===== src/rtl/hazard_pkg.sv =====
// Shared types and constants for the 5-stage pipeline hazard sequencer.
package hazard_pkg;

  typedef enum logic [1:0] {
    FWD_RF = 2'b00,
    FWD_W  = 2'b01,
    FWD_M  = 2'b10
  } fwd_sel_t;

  typedef enum logic {
    RUN  = 1'b0,
    WAIT = 1'b1
  } mem_state_t;

  localparam logic [3:0] REG_PC = 4'd15;

endpackage


===== src/rtl/hazard_sequencer_fwd_select.sv =====
// Forwarding select for one Execute-stage source operand; Memory beats Writeback.
module fwd_select
  import hazard_pkg::*;
(
  input  logic [3:0] i_ra,
  input  logic [3:0] i_wa_m,
  input  logic       i_we_m,
  input  logic [3:0] i_wa_w,
  input  logic       i_we_w,
  output fwd_sel_t   o_sel
);

  always_comb begin
    o_sel = FWD_RF;
    // The PC is read from its own path, never from a forwarded result
    if (i_ra != REG_PC) begin
      if (i_we_m && (i_ra == i_wa_m)) begin
        o_sel = FWD_M;
      end else if (i_we_w && (i_ra == i_wa_w)) begin
        o_sel = FWD_W;
      end
    end
  end

endmodule


===== src/rtl/hazard_sequencer.sv =====
// Hazard controller: forwarding, load-use stall, PC flushes and a memory-wait freeze with timeout.
// Optional performance counters are built when HAZARD_PERF_EN is defined.
module hazard_sequencer
  import hazard_pkg::*;
#(
  parameter int MEM_TIMEOUT = 16,
  parameter int CNT_W       = 16
) (
  input  logic       clk,
  input  logic       reset,
  input  logic [3:0] RA1D,
  input  logic [3:0] RA2D,
  input  logic [3:0] RA1E,
  input  logic [3:0] RA2E,
  input  logic [3:0] WA3E,
  input  logic [3:0] WA3M,
  input  logic [3:0] WA3W,
  input  logic       RegWriteM,
  input  logic       RegWriteW,
  input  logic       MemtoRegE,
  input  logic       PCSrcD,
  input  logic       PCSrcE,
  input  logic       PCSrcM,
  input  logic       PCSrcW,
  input  logic       BranchtakenE,
  input  logic       MemReqM,
  input  logic       MemReadyM,
  output logic [1:0] ForwardAE,
  output logic [1:0] ForwardBE,
  output logic       StallF,
  output logic       StallD,
  output logic       StallE,
  output logic       StallM,
  output logic       FlushD,
  output logic       FlushE,
  output logic       FlushW,
  output logic       MemBusy,
  output logic       MemTimeout
`ifdef HAZARD_PERF_EN
  ,
  output logic [CNT_W-1:0] LdStallCnt,
  output logic [CNT_W-1:0] MemWaitCnt,
  output logic [CNT_W-1:0] FlushCnt
`endif
);

  localparam logic [CNT_W-1:0] C_TIMEOUT = CNT_W'(MEM_TIMEOUT);

  mem_state_t       r_state, w_state_nxt;
  logic [CNT_W-1:0] r_cnt, w_cnt_nxt;
  logic             r_timeout, w_timeout_set;
  fwd_sel_t         w_fwd_a, w_fwd_b;
  logic             w_ldstall, w_pcpend, w_mem_hold;

  fwd_select u_fwd_a (
    .i_ra(RA1E), .i_wa_m(WA3M), .i_we_m(RegWriteM),
    .i_wa_w(WA3W), .i_we_w(RegWriteW), .o_sel(w_fwd_a)
  );

  fwd_select u_fwd_b (
    .i_ra(RA2E), .i_wa_m(WA3M), .i_we_m(RegWriteM),
    .i_wa_w(WA3W), .i_we_w(RegWriteW), .o_sel(w_fwd_b)
  );

  assign w_ldstall = MemtoRegE && (WA3E != REG_PC) && ((RA1D == WA3E) || (RA2D == WA3E));
  assign w_pcpend  = PCSrcD || PCSrcE || PCSrcM;
  // Freeze while an access is outstanding; the exit cycle (ready or timeout) is not frozen
  assign w_mem_hold = ((r_state == RUN)  && MemReqM && !MemReadyM) ||
                      ((r_state == WAIT) && !MemReadyM && (r_cnt != C_TIMEOUT));

  always_ff @(posedge clk or negedge reset) begin
    if (!reset) begin
      r_state   <= RUN;
      r_cnt     <= '0;
      r_timeout <= 1'b0;
    end else begin
      r_state <= w_state_nxt;
      r_cnt   <= w_cnt_nxt;
      if (w_timeout_set) r_timeout <= 1'b1;
    end
  end

  always_comb begin
    w_state_nxt   = r_state;
    w_cnt_nxt     = r_cnt;
    w_timeout_set = 1'b0;
    case (r_state)
      RUN: begin
        if (MemReqM && !MemReadyM) begin
          w_state_nxt = WAIT;
          w_cnt_nxt   = CNT_W'(1);
        end
      end
      WAIT: begin
        if (MemReadyM) begin
          w_state_nxt = RUN;
          w_cnt_nxt   = '0;
        end else if (r_cnt == C_TIMEOUT) begin
          w_state_nxt   = RUN;
          w_cnt_nxt     = '0;
          w_timeout_set = 1'b1;
        end else begin
          w_cnt_nxt = r_cnt + 1'b1;
        end
      end
      default: begin
        w_state_nxt = RUN;
        w_cnt_nxt   = '0;
      end
    endcase
  end

  always_comb begin
    StallF    = 1'b0;
    StallD    = 1'b0;
    StallE    = 1'b0;
    StallM    = 1'b0;
    FlushD    = 1'b0;
    FlushE    = 1'b0;
    FlushW    = 1'b0;
    ForwardAE = FWD_RF;
    ForwardBE = FWD_RF;
    if (!reset) begin
      FlushD = 1'b1;
      FlushE = 1'b1;
      FlushW = 1'b1;
    end else begin
      ForwardAE = w_fwd_a;
      ForwardBE = w_fwd_b;
      if (w_mem_hold) begin
        // Branch/flush decisions wait: the frozen pipe keeps their inputs stable
        StallF = 1'b1;
        StallD = 1'b1;
        StallE = 1'b1;
        StallM = 1'b1;
        FlushW = 1'b1;
      end else begin
        StallF = w_ldstall || w_pcpend;
        StallD = w_ldstall;
        FlushD = w_pcpend || PCSrcW || BranchtakenE;
        FlushE = w_ldstall || BranchtakenE;
      end
    end
  end

  assign MemBusy    = (r_state == WAIT);
  assign MemTimeout = r_timeout;

`ifdef HAZARD_PERF_EN
  function automatic logic [CNT_W-1:0] sat_inc(input logic [CNT_W-1:0] v, input logic en);
    if (en && (v != '1)) return v + 1'b1;
    return v;
  endfunction

  always_ff @(posedge clk or negedge reset) begin
    if (!reset) begin
      LdStallCnt <= '0;
      MemWaitCnt <= '0;
      FlushCnt   <= '0;
    end else begin
      LdStallCnt <= sat_inc(LdStallCnt, w_ldstall);
      MemWaitCnt <= sat_inc(MemWaitCnt, MemBusy);
      FlushCnt   <= sat_inc(FlushCnt, FlushE);
    end
  end
`endif

endmodule


===== config.mk =====
export PLATFORM = sky130hd
export DESIGN_NAME = hazard_sequencer
export DESIGN_NICKNAME = d
export VERILOG_FILES = /design/src/rtl/hazard_pkg.sv /design/src/rtl/hazard_sequencer_fwd_select.sv /design/src/rtl/hazard_sequencer.sv
export SDC_FILE = /design/constraint.sdc
export NUM_CORES = 1
export LEC_CHECK = 0
export CAP_MARGIN = 20
export CORE_MARGIN = 2
export CORE_UTILIZATION = 25
export DETAILED_ROUTE_END_ITERATION = 8
export PLACE_DENSITY = 0.6
export SETUP_SLACK_MARGIN = 0.5
export SLEW_MARGIN = 25
export SYNTH_ARGS = -nofsm -noshare
export SYNTH_HDL_FRONTEND = slang
export SYNTH_SLANG_ARGS = --single-unit

===== constraint.sdc =====
create_clock -name clk -period 1.8 [get_ports clk]
set_clock_uncertainty 0.1 [all_clocks]
set_input_delay 0.27 -clock clk [delete_from_list [all_inputs] [get_ports clk]]
set_output_delay 0.27 -clock clk [all_outputs]
set_load 0.005 [all_outputs]

==> summary.md <==
| Metric | Value |
|---|---|
| CTS root buf | `clkbuf_8` |
| Row Count | `28` |
| Grt total ovfl | `0` |
| Max Buffers Root-to-Sink | `2` |
| Period Utilization, post-route | `125%` |
| Final Hold Fails | `0` |
| Simple-Gate Fraction of Synth Area | `28.8%` |
| RSZ-0062 raised after global routing | `yes` |
| Worst slew margin | `60.1%` |
| Vias per inst | `5.06` |
| Status | `finished with violations` |
| Drt first pass iters | `4` |
| GRT Resource Usage Total | `15.3%` |
| Met2 WL | `2600 microns` |
| Synth top area share | `30.3%` |
| Initial antenna violation count | `0` |
| Number of synthesized flops with an enable pin | `0` |
| Maximum fanout along the worst path | `3` |
| Ys flop type | `dfrtp_1` |
| Sink Count | `18` |
| Filler Cell Count | `545` |
| CORE AREA | `5850 sq um` |
| Gpl congestion | `0.779` |
| Arrival time worst endpoint | `1.88 ns` |
| Chip height | `81.1 microns` |
| Worst-Margin Slew | `0.594 ns` |
| Achievable Freq | `445 MHz` |
| Worst hold path class | `primary input to async pin` |
| Post-synthesis xor/xnor area fraction | `13.5%` |
| Boundary Pins | `53` |
| Final Cell Area | `2900 sq um` |
| Final Net Count | `327` |
| DPL Wire Length | `3620 microns` |
| Adder-cell share of the synthesized area | `1.68%` |
| Failing checks | `setup timing` |
| # DRC | `0` |
| Hold buffer count at CTS | `0` |
| Ant diodes | `0` |
| Met1 Routed Length | `1980 microns` |
| CP Class | `flip-flop to output pin` |
| Count leader, synth | `dfrtp_1` |
| Synth top area cells | `dfrtp_1 (30%), xor2_1 (8.2%), a31oi_1 (6.7%)` |
| First DRT Iteration DRCs | `80` |
| CP Data Required Time | `1.43 ns` |
| DIE WIDTH | `81.1 microns` |
| Drt wl/cell | `14.3 microns` |
| Routed vias | `1817` |
| Kind of end point of the critical path | `output pin` |
| Number of synthesized register bits | `18` |
| Final Max Tran Viols | `0` |
| Tot Pwr | `1.40 mW` |
| Drt total wl | `5130 microns` |
| Final core occ | `49.6%` |
| Minimum clock period | `2.25 ns` |
| Hold Slack | `0.0260 ns` |
| Combinational family with the most area after synthesis | `simple AND/OR/NAND/NOR gates` |
| Synth unique cells | `43` |
| Share of cells above drive strength 1 | `48.2%` |
| DP Area | `2460 sq um` |
| Compound-Gate Fraction of Synth Area | `19.3%` |
| Final worst slack | `-0.447 ns` |
| Register area share after synthesis | `30.3%` |
| Syn avg cell area | `8.55 sq um` |
| TritonCTS clock tree | `yes` |
| Final instance count without filler cells | `359` |
| Cell Area, Synth | `1490 sq um` |
| IO Port Bufs | `52` |
| Mapped Nets | `216` |
| Die Area | `6580 sq um` |
| Cells after DPL | `341` |
| CP startpoint kind | `flip-flop` |
| Uppermost layer routed | `met4` |
| Initial Util | `25.4%` |
| Area leader, netlist | `dfrtp_1` |
| DRT antenna net count | `0` |
| Ys Warns | `0` |
| Layout area overhead | `94.9%` |
| Post-synth top cells | `dfrtp_1 (18), a31oi_1 (16), nand2_1 (14), xor2_1 (14), nand4_1 (12)` |
| Clock buffer count from CTS | `3` |
| Worst slack, placed | `-0.683 ns` |
| Endpoints failing setup | `22` |
| Synth Instances | `174` |
| H-tree depth | `1` |
| Vias in the first global route | `1781` |
| Cell area power density | `484 nW/um^2` |
| Async set or reset register ratio after synthesis | `100%` |
| Routed wl met3 | `432 microns` |
| First-pass GRT wire length | `7690 microns` |
| Mux cell area share after synthesis | `1.35%` |
| Clock Pin Slew Worst Setup and Hold Paths | `0.07 ns` |
| Clk_lat worst skew | `0.26 ns` |
| Maximum vdd ir drop | `0.251 mV` |
| Static Leak | `1.23 nW` |
| # Max-Cap Violations | `0` |
| Setup_tns | `-4.02 ns` |
| Pin count of the biggest net entering global routing | `15` |
-- report_power, final --
| group | internal [mW] | switching, mW |
|---|---|---|
| Clock | 0.195 | 0.151 |
| Combinational | 0.357 | 0.259 |
| Sequential | 0.424 | 0.0169 |
-- critical path, stage by stage, from the launching register on --
cell and delay (ns):
dfrtp_1 0.39, inv_2 0.08, ha_4 0.12, nor4b_4 0.25, a41oi_2 0.19, nor2_4 0.16, buf_6 0.12, inv_4 0.03
a22oi_2 0.13, buf_2 0.13
-- area by class of cell --
type | count | area [sq um] | share of cell area, %
Timing Repair Buffer | 111 | 1010 | 35.0
Sequential cell | 18 | 450 | 15.5
Multi-Input combinational cell | 144 | 1260 | 43.3
Tap cell | 75 | 93.8 | 3.24
Clock buffer | 4 | 55.1 | 1.90
Inverter | 7 | 28.8 | 0.993
-- worst paths after layout --
check                                  startpoint  cells after the start  slack [ns]                endpoint
max                          r_cnt[1]$_DFFE_PN0P_                      9       -0.45                  FlushE
min                                         reset                      3        0.03   r_cnt[12]$_DFFE_PN0P_
max reg2reg                  r_cnt[1]$_DFFE_PN0P_                      9       -0.13    r_cnt[9]$_DFFE_PN0P_
min reg2reg                MemTimeout$_DFFE_PN0P_                      1        0.37  MemTimeout$_DFFE_PN0P_
max in group asynchronous                   reset                      4        1.34    r_cnt[6]$_DFFE_PN0P_
min in group clk           MemTimeout$_DFFE_PN0P_                      1        0.37  MemTimeout$_DFFE_PN0P_
-- metal layers --
layer  vias up  track usage (%)
li1        871                -
met4         0             5.25
met1       850             16.2
met3        11             3.67
met5         -                0
met2        85             29.3
-- cell usage in the layout (no fill, tap or decap), types with 5 or more instances in the layout --
cell type / netlist / routed
buf_8: 1 / 5
a31oi_1: 16 / 12
xnor2_2: 0 / 5
nor2_1: 11 / 10
clkdlybuf4s50_1: 0 / 20
buf_2: 0 / 15
xor2_1: 14 / 10
buf_6: 2 / 12
dfrtp_1: 18 / 18
buf_4: 1 / 44
a21oi_2: 0 / 7
clkbuf_2: 0 / 5
nand3_1: 6 / 6
nand2_1: 14 / 14
nand4_1: 12 / 12
-- flip-flops by register name, indices dropped and copies added, names as in the netlist --
| register | flops |
|---|---|
| MemTimeout | 1 |
| MemBusy | 1 |
| r_cnt | 16 |
-- repair_timing --
item	CTS	global route
resized for setup	130	49
buffers inserted	9	2
setup endpoints to repair	31	30
gates cloned	1	2
pin swaps	25	26
-- cells by family after synthesis --
| logic type | count (synthesis) |
|---|---|
| simple gates | 74 |
| buf+inv | 12 |
| xor+xnor | 23 |
| fa+ha+maj | 2 |
| mux | 2 |
| compound gates | 43 |
| flops | 18 |
No activity file was read; power rests on OpenSTA's default activity.
